===== config.mk =====
export PLATFORM = sky130hd
export DESIGN_NAME = uart_tx_frame
export DESIGN_NICKNAME = d
export VERILOG_FILES = /design/src/rtl/uart_pkg.sv /design/src/rtl/uart_baud_tick.sv /design/src/rtl/uart_tx_frame.sv
export SDC_FILE = /design/constraint.sdc
export NUM_CORES = 1
export LEC_CHECK = 0
export CORE_ASPECT_RATIO = 0.9
export CORE_MARGIN = 5
export CORE_UTILIZATION = 55
export DETAILED_ROUTE_END_ITERATION = 6
export GPL_ROUTABILITY_DRIVEN = 0
export GPL_TIMING_DRIVEN = 0
export PLACE_DENSITY_LB_ADDON = 0.12
export SYNTH_ARGS = -nofsm -noshare
export SYNTH_HDL_FRONTEND = slang
export SYNTH_SLANG_ARGS = --single-unit

===== constraint.sdc =====
create_clock -name clock -period 2.6 [get_ports clock]
set_input_delay 0.26 -clock clock [delete_from_list [all_inputs] [get_ports clock]]
set_output_delay 0.26 -clock clock [all_outputs]
set_load 0.02 [all_outputs]

===== src/rtl/uart_pkg.sv =====
`default_nettype none
// ============================================================================
// uart_pkg : shared UART state encoding, parity modes and baud divisor helper
// Revision : 1.0
// ============================================================================
package uart_pkg;

    typedef enum logic [2:0] {
        S_IDLE   = 3'd0,
        S_START  = 3'd1,
        S_DATA   = 3'd2,
        S_PARITY = 3'd3,
        S_STOP   = 3'd4
    } uart_state_e;

    localparam int PARITY_NONE = 0;
    localparam int PARITY_ODD  = 1;
    localparam int PARITY_EVEN = 2;

    function automatic int clks_per_bit(input int clk_freq, input int baud_rate);
        return clk_freq / baud_rate;
    endfunction

endpackage
`default_nettype wire


===== src/rtl/uart_baud_tick.sv =====
`default_nettype none
// ============================================================================
// uart_baud_tick : bit-period counter, 1-cycle tick on the last clock of a bit
// Revision : 1.0
// ============================================================================
module uart_baud_tick #(
    parameter int CLKS_PER_BIT = 434
) (
    input  logic clock,
    input  logic reset_n,
    input  logic clear_i,
    output logic tick_o,
    output logic pre_tick_o
);

    localparam int CNT_W = (CLKS_PER_BIT > 1) ? $clog2(CLKS_PER_BIT) : 1;
    localparam logic [CNT_W-1:0] C_LAST = CNT_W'(CLKS_PER_BIT - 1);
    localparam logic [CNT_W-1:0] C_PRE  = CNT_W'(CLKS_PER_BIT - 2);

    logic [CNT_W-1:0] cnt_q;

    // Wrapping on the tick keeps every bit exactly CLKS_PER_BIT long.
    always_ff @(posedge clock or negedge reset_n) begin
        if (!reset_n) begin
            cnt_q <= '0;
        end else if (clear_i || tick_o) begin
            cnt_q <= '0;
        end else begin
            cnt_q <= cnt_q + 1'b1;
        end
    end

    assign tick_o     = (cnt_q == C_LAST);
    assign pre_tick_o = (cnt_q == C_PRE);

endmodule
`default_nettype wire


===== src/rtl/uart_tx_frame.sv =====
`default_nettype none
// ============================================================================
// uart_tx_frame : UART transmitter, start / LSB-first data / parity / stop
// Revision : 1.0
// ============================================================================
module uart_tx_frame
    import uart_pkg::*;
#(
    parameter int CLK_FREQ  = 50_000_000,
    parameter int BAUD_RATE = 115_200,
    parameter int DATA_BITS = 8,
    parameter int PARITY    = 0,
    parameter int STOP_BITS = 1
) (
    input  logic                 clock,
    input  logic                 reset_n,
    input  logic [DATA_BITS-1:0] tx_data,
    input  logic                 tx_valid,
    output logic                 tx_ready,
    output logic                 tx_pin,
    output logic                 tx_busy,
    output logic                 tx_done
);

    localparam int CLKS_PER_BIT = clks_per_bit(CLK_FREQ, BAUD_RATE);
    localparam int IDX_W        = 3;
    localparam logic [IDX_W-1:0] C_LAST_DATA = IDX_W'(DATA_BITS - 1);
    localparam logic [IDX_W-1:0] C_LAST_STOP = IDX_W'(STOP_BITS - 1);

    uart_state_e          state_q;
    logic [DATA_BITS-1:0] shreg_q;
    logic [IDX_W-1:0]     idx_q;
    logic                 parity_q;
    logic                 parity_d;
    logic                 tx_pin_q;
    logic                 tx_ready_q;
    logic                 tx_busy_q;
    logic                 tx_done_q;
    logic                 baud_tick;
    logic                 baud_pre_tick;

    generate
        if (PARITY == PARITY_ODD) begin : g_parity_odd
            assign parity_d = ~^tx_data;
        end else begin : g_parity_even
            assign parity_d = ^tx_data;
        end
    endgenerate

    // Holding the counter clear in IDLE makes the START bit begin at count 0.
    uart_baud_tick #(
        .CLKS_PER_BIT(CLKS_PER_BIT)
    ) u_baud (
        .clock      (clock),
        .reset_n    (reset_n),
        .clear_i    (state_q == S_IDLE),
        .tick_o     (baud_tick),
        .pre_tick_o (baud_pre_tick)
    );

    always_ff @(posedge clock or negedge reset_n) begin
        if (!reset_n) begin
            state_q    <= S_IDLE;
            shreg_q    <= '0;
            idx_q      <= '0;
            parity_q   <= 1'b0;
            tx_pin_q   <= 1'b1;
            tx_ready_q <= 1'b1;
            tx_busy_q  <= 1'b0;
            tx_done_q  <= 1'b0;
        end else begin
            tx_done_q <= 1'b0;
            case (state_q)
                S_IDLE: begin
                    if (tx_valid && tx_ready_q) begin
                        shreg_q    <= tx_data;
                        parity_q   <= parity_d;
                        tx_pin_q   <= 1'b0;
                        tx_ready_q <= 1'b0;
                        tx_busy_q  <= 1'b1;
                        state_q    <= S_START;
                    end
                end
                S_START: begin
                    if (baud_tick) begin
                        tx_pin_q <= shreg_q[0];
                        shreg_q  <= shreg_q >> 1;
                        idx_q    <= '0;
                        state_q  <= S_DATA;
                    end
                end
                S_DATA: begin
                    if (baud_tick) begin
                        if (idx_q == C_LAST_DATA) begin
                            idx_q <= '0;
                            if (PARITY != PARITY_NONE) begin
                                tx_pin_q <= parity_q;
                                state_q  <= S_PARITY;
                            end else begin
                                tx_pin_q <= 1'b1;
                                state_q  <= S_STOP;
                            end
                        end else begin
                            idx_q    <= idx_q + 1'b1;
                            tx_pin_q <= shreg_q[0];
                            shreg_q  <= shreg_q >> 1;
                        end
                    end
                end
                S_PARITY: begin
                    if (baud_tick) begin
                        tx_pin_q <= 1'b1;
                        state_q  <= S_STOP;
                    end
                end
                S_STOP: begin
                    // Registered done lands on the final clock of the last stop bit.
                    if (baud_pre_tick && (idx_q == C_LAST_STOP)) begin
                        tx_done_q <= 1'b1;
                    end
                    if (baud_tick) begin
                        if (idx_q == C_LAST_STOP) begin
                            tx_ready_q <= 1'b1;
                            tx_busy_q  <= 1'b0;
                            state_q    <= S_IDLE;
                        end else begin
                            idx_q <= idx_q + 1'b1;
                        end
                    end
                end
                default: begin
                    tx_pin_q   <= 1'b1;
                    tx_ready_q <= 1'b1;
                    tx_busy_q  <= 1'b0;
                    state_q    <= S_IDLE;
                end
            endcase
        end
    end

    assign tx_pin   = tx_pin_q;
    assign tx_ready = tx_ready_q;
    assign tx_busy  = tx_busy_q;
    assign tx_done  = tx_done_q;

endmodule
`default_nettype wire


==> results of run 1 <==
==> final cells by class <==
| cell class | instances | area, sq um | area share [%] |
|---|---|---|---|
| Sequential cell | 27 | 678 | 40.7 |
| Tap cell | 28 | 35.0 | 2.10 |
| Timing Repair Buffer | 14 | 140 | 8.41 |
| Clock buffer | 4 | 26.3 | 1.58 |
| Buffer | 4 | 17.5 | 1.05 |
| Inverter | 8 | 30.0 | 1.80 |
| Multi-Input combinational cell | 94 | 738 | 44.3 |
==> worst max-delay path: stages, from the launching register on <==
cell and delay [ns]:
dfrtp_1 0.43, ha_1 0.21, ha_1 0.22, nor3b_1 0.28
a21oi_1 0.12, a211oi_4 0.44, mux2_2 0.39
==> power groups by stage <==
stage	logic, mW	registers [mW]	clock network, mW
finish	0.0229	0.420	0.179
CTS	0.0237	0.420	0.182
detailed placement	0.0237	0.428	0
global route	0.0259	0.420	0.208
floorplan	0.000341	0.428	0
global placement	0.0232	0.428	0
==> per-layer routing <==
| layer | GRT usage, % | part of all wire, % |
|---|---|---|
| met3 | 2.67 | 4.5 |
| met2 | 23.7 | 43 |
| met5 | 0 | 0 |
| met4 | 6.33 | 1.9 |
| met1 | 20.6 | 50 |
==> cells in the final DEF (no fill, tap or decap) <==
| master | instances |
|---|---|
| dfrtp_1 | 25 |
| mux2_2 | 18 |
| clkdlybuf4s50_1 | 14 |
| nor2_1 | 11 |
| inv_1 | 8 |
| ha_1 | 6 |
| xnor2_1 | 5 |
| nand3_1 | 5 |
| a21oi_1 | 5 |
| o21ai_0 | 5 |
| and3_1 | 4 |
| xor2_1 | 4 |
| nand2_1 | 4 |
| nor3b_1 | 4 |
| clkbuf_1 | 3 |
| nor2b_1 | 3 |
| clkbuf_4 | 3 |
| buf_2 | 2 |
| and4_1 | 2 |
| nor3_1 | 2 |
| o22ai_1 | 2 |
| dfstp_2 | 2 |
| or2_2 | 1 |
| nor4b_4 | 1 |
| nand3_4 | 1 |
| o21ai_1 | 1 |
| nand4_1 | 1 |
| nand2b_1 | 1 |
| nor2_2 | 1 |
| o211ai_1 | 1 |
| a21o_1 | 1 |
| a211oi_4 | 1 |
| or4_1 | 1 |
| a21boi_0 | 1 |
| o22a_1 | 1 |
| a31oi_1 | 1 |
==> registers in the layout (all words and copies together) (netlist names) <==
name / cells
tx_ready: 1
idx_q: 3
state_q: 3
tx_busy: 1
tx_done: 1
u_baud.cnt_q: 9
tx_pin: 1
shreg_q: 8
==> worst paths after layout <==
| kind | from | endpoint | cells after the start |
|---|---|---|---|
| worst min register to register | shreg_q[4] | shreg_q[4] | 1 |
| max in group asynchronous | reset_n | state_q[0] | 1 |
| min in group asynchronous | reset_n | idx_q[1] | 1 |
| worst max register to register | idx_q[0] | shreg_q[0] | 6 |
| worst min-delay path | shreg_q[4] | shreg_q[4] | 1 |
| worst max-delay path | idx_q[0] | shreg_q[0] | 6 |
==> cells in the mapped netlist (2+ instances only) <==
cell type,number
mux2_2,18
o22ai_1,2
xor2_1,4
nor3_1,2
o21ai_0,5
and4_1,2
ha_1,6
nand3_1,5
a21oi_1,5
inv_1,8
nand2_1,4
and3_1,4
nor2_1,11
dfrtp_1,25
clkbuf_1,2
dfstp_2,2
buf_2,2
nor2b_1,3
nor3b_1,4
xnor2_1,5
==> cells by family after synthesis <==
logic type,after synthesis
AND/OR/NAND/NOR,42
flip-flops,27
AO/OA/AOI/OAI,19
multiplexers,18
buffers and inverters,12
XOR/XNOR,9
adder cells (fa/ha/maj),6
==> stage by stage <==
step / util, % / hold slack (ns) / worst slack [ns] / instance area (sq um)
6_report: 66.4 / 0.521 / 0.417 / 1670
3_3_place_gp: 65.3 / 0.484 / 0.537 / 1640
4_1_cts: 66.4 / 0.526 / 0.422 / 1670
2_1_floorplan: - / -0.0356 / 0.660 / 1460
3_5_place_dp: 65.3 / 0.494 / 0.447 / 1640
5_1_grt: 66.4 / 0.552 / 0.275 / 1670
==> impl_metrics.tcl, run 1 <==
set metrics [dict create \
    finalHoldViolCount 0 \
    hold_path.class "reg2reg" \
    detail_route.first_pass.iterations 4 \
    postSynthCellCount 133 \
    synth_cell_types 34 \
    port_buffers 14 \
    chipWidth_um 64.4 \
    setup_tns_ns 0 \
    yosys.area_share.simple_pct 17.5 \
    cts_buffers 3 \
    wirelength_mm 2.49 \
    viasPerCell 5.77 \
    synth_nets 150 \
    synth-main-ff-cell "dfrtp_1" \
    outcome "completed" \
    wire_per_inst_um 13.9 \
    critPathKind "reg2reg" \
    clkPwrFrac_pct 28.8 \
    drv_slew 0 \
    yosys.area.top_type "dfrtp_1" \
    synth_mux_area_share_pct 13.8 \
    synthXorXnorAreaFrac_pct 5.38 \
    drtAntennaViolNets 0 \
    synth_edf_count 0 \
    die_y_um 58.9 \
    setup_viol 0 \
    syn_area_per_cell_sq_um 11.0 \
    ys_seq_elements 27 \
    power_mw 0.622 \
    final-instance-count-excl-fill 179 \
    tightest_slew_ns 1.14 \
    route.detailed.drc 0 \
    grt_pass1_wl_mm 4.43 \
    cts-resized-gates 0 \
    path_clk_slew_ns 0.14 \
    grt_pass1_vias 968 \
    antenna_found_initial 0 \
    dp.final_hpwl_mm 1.90 \
    synth_area_sq_um 1460 \
    nFillCells 213 \
    initial_utilization_pct 58.3 \
    p_switching_mw 0.128 \
    clock-sinks 27 \
    clock_latency_ns 0.32 \
    cts_root_buffer "clkbuf_4" \
    ys_top_cells_by_area "dfrtp_1, mux2_2, ha_1" \
    final_layout_size_suffix_gt1_share_pct 19.9 \
    post-route-min-period_ns 2.18 \
    crit_path_end_kind "register" \
    cts_hold_buf 0 \
    num_vias 1033 \
    fmax_mhz 458 \
    globalRouteOverflowTotal 0 \
    r2r_slack_ns 0.42 \
    cts_max_path_buffers 2 \
    post-route-period-util_pct 84.0 \
    h-tree-depth 1 \
    cp.arrival_ns 2.41 \
    cts_setup_buffers 0 \
    die_area_sq_um 3790 \
    synth.top_cell.area_share_pct 42.7 \
    p_comb_share_pct 3.7 \
    peakVddDrop_v 0.000257 \
    first_iter_violations 44 \
    leakagePower_nw 0.760 \
    floorplan.rows 17 \
    core_area_sq_um 2510 \
    dp.cells 175 \
    max_slew_margin_pct 23.5 \
    finalNetCount 169 \
    rsz0062_at_grt "no" \
    grt_max_degree 28 \
    finClkSkew_ns 0.00273 \
    async_reset_ff_share_pct 100 \
    grt.total_usage_pct 15.0 \
    diodes 0 \
    syn2layout_area_growth_pct 13.8 \
    synth_fa_ha_area_share_pct 5.13 \
    start_kind "register" \
    internal_power_mw 0.494 \
    required_ns 2.83 \
    powerDensity_nw_per_um2 374 \
    ys_warn_count 0 \
    drv_cap 0 \
    yosysSeqAreaShare_pct 46.3 \
    cts_tree "yes" \
    synth_top_family_by_area "simple AND/OR/NAND/NOR gates" \
    synth_compound_area_share_pct 8.55 \
    p_seq_share_pct 67.5 \
    p_sw_share_pct 20.7 \
    io_pins 15 \
    crit_fanout 8 \
]
(Power assumes the default switching activity.)
==> run 2, diff against run 1 <==
==> constraint.sdc (replaced) <==
create_clock -name clock -period 2.2 [get_ports clock]
set_input_delay 0.22 -clock clock [delete_from_list [all_inputs] [get_ports clock]]
set_output_delay 0.22 -clock clock [all_outputs]
set_load 0.02 [all_outputs]
==> impl_metrics.tcl, run 2 (synthesis results as in run 1) <==
set metrics [dict create \
    outcome "completed" \
    viasPerCell 5.74 \
    power_mw 0.735 \
    initial_utilization_pct 58.3 \
    drv_slew 0 \
    critPathKind "reg2reg" \
    critical_path.most_common_cell "ha_1" \
    post-route-period-util_pct 92.7 \
    detail_route.first_pass.iterations 4 \
    port_buffers 14 \
    critPathSlowestCell "dfrtp_1" \
    tightest_slew_ns 1.13 \
    seqCellArea_sq_um 678 \
    peakVddDrop_v 0.000309 \
    final_common_cell "dfrtp_1" \
    biggestRegsByFlops "u_baud.cnt_q x9, shreg_q x8" \
    place_area_sq_um 1640 \
    setup_viol 0 \
    cts_max_path_buffers 2 \
    fmax_mhz 490 \
    post-route-min-period_ns 2.04 \
    grt_pass1_wl_mm 4.43 \
    p_seq_share_pct 67.6 \
    worstPathCellList "ha_1 -> ha_1 -> nor3b_1 -> a21oi_1 -> a211oi_4 -> buf_12 -> mux2_2" \
    final_core_util_pct 67.1 \
    route.detailed.drc 0 \
    p_comb_share_pct 3.7 \
    finalHoldViolCount 0 \
    grt_max_degree 28 \
    antenna_found_initial 0 \
    die_y_um 58.9 \
    p_sw_share_pct 20.6 \
    wire_per_inst_um 13.9 \
    nFillCells 210 \
    wirelength_mm 2.51 \
    start_kind "register" \
    grt_pass1_vias 968 \
    rr_worst_depth 7 \
    drv_cap 0 \
    final_cell_mix "dfrtp_1, mux2_2, clkdlybuf4s50_1" \
    required_ns 2.43 \
    cp.arrival_ns 2.27 \
    p_switching_mw 0.151 \
    clock_latency_ns 0.33 \
    cts_root_buffer "clkbuf_4" \
    final_layout_size_suffix_gt1_share_pct 20.4 \
    path_clk_slew_ns 0.14 \
    chipWidth_um 64.4 \
    top_register "u_baud.cnt_q" \
    multi_input_area_sq_um 738 \
    finalNetCount 170 \
    die_area_sq_um 3790 \
    drtAntennaViolNets 0 \
    max_slew_margin_pct 24.4 \
    cts_buffers 3 \
    fin_area_sq_um 1690 \
    clock-sinks 27 \
    internal_power_mw 0.583 \
    dp.final_hpwl_mm 1.90 \
    syn2layout_area_growth_pct 15.1 \
    largest_reg_flops 9 \
    crit_path_end_kind "register" \
    grt.total_usage_pct 15.0 \
    leakagePower_nw 0.768 \
    rsz0062_at_grt "no" \
    first_iter_violations 47 \
    cts_tree "yes" \
    setup_tns_ns 0 \
    io_pins 15 \
    hold_path.class "in2async" \
    num_vias 1034 \
    cts_hold_buf 0 \
    crit_fanout 8 \
    powerDensity_nw_per_um2 436 \
    clkPwrFrac_pct 28.8 \
    slowest_delay_ns 0.43 \
    finClkSkew_ns 0.0117 \
    core_area_sq_um 2510 \
    diodes 0 \
    floorplan.rows 17 \
    h-tree-depth 1 \
    globalRouteOverflowTotal 0 \
]
==> run 2: cell count changes in the layout (fill, tap and decap cells not counted), sizes merged <==
cell,delta
buf,+1
==> run 2: critical path, delay by kind of cell, from the launching register on <==
| family | cells | cell delay [ns] |
|---|---|---|
| AO/OA/AOI/OAI | 2 | 0.33 |
| adder cells (fa/ha/maj) | 2 | 0.43 |
| buffers and inverters | 1 | 0.16 |
| flip-flops | 1 | 0.43 |
| multiplexers | 1 | 0.33 |
| AND/OR/NAND/NOR | 1 | 0.27 |
==> run 2: layout make-up <==
type,instances,area share (%)
inverter,8,1.78
tap,28,2.08
sequential,27,40.2
multi-input combinational,94,43.8
timing repair buffer,15,9.50
buffer,4,1.04
clock buffer,4,1.56
==> run 2: power groups by stage <==
stage | Sequential, mW | Clock [mW] | Combinational (mW)
3_3_place_gp | 0.506 | 0 | 0.0274
5_1_grt | 0.497 | 0.246 | 0.0307
3_5_place_dp | 0.506 | 0 | 0.0281
6_report | 0.497 | 0.211 | 0.0269
4_1_cts | 0.497 | 0.216 | 0.0281
2_1_floorplan | 0.506 | 0 | 0.000403
==> run 2: worst paths after layout <==
path / start / end / slack, ns
min reg2reg: shreg_q[4] / shreg_q[4] / 0.52
max: idx_q[0] / shreg_q[0] / 0.16
max in group asynchronous: reset_n / state_q[0] / 1.04
max reg2reg: idx_q[0] / shreg_q[0] / 0.16
min: reset_n / idx_q[1] / 0.48
min in group clock: shreg_q[4] / shreg_q[4] / 0.52
==> run 2: through the flow <==
stage                     worst slack [ns]  cells  hold slack [ns]
after floorplan                      0.260    133          -0.0756
after global placement               0.137    175            0.484
after detailed placement            0.0472    175            0.494
after CTS                           0.0220    179            0.526
after global routing                0.0396    180            0.552
final                                0.160    180            0.479
==> run 2: what timing repair did <==
item	4_1_cts	5_1_grt
gates resized for setup	0	0
endpoints found under the setup margin	0	8
setup buffers	0	1
==> run 2: metal layers <==
layer | track usage (%) | part of all wire, % | vias up
li1 | - | - | 501
met1 | 20.6 | 49 | 509
met2 | 23.7 | 45 | 19
met3 | 2.67 | 4.0 | 5
met4 | 6.33 | 1.9 | 0
met5 | 0 | 0 | -
==> run 3, diff against run 2 <==
--- a/config.mk
+++ b/config.mk
@@ -9,7 +9,6 @@
 export CORE_MARGIN = 5
 export CORE_UTILIZATION = 55
 export DETAILED_ROUTE_END_ITERATION = 6
-export GPL_ROUTABILITY_DRIVEN = 0
 export GPL_TIMING_DRIVEN = 0
 export PLACE_DENSITY_LB_ADDON = 0.12
 export SYNTH_ARGS = -nofsm -noshare
==> results of run 3 <==
The final DEF is identical to that of run 2; final timing and power are the same.
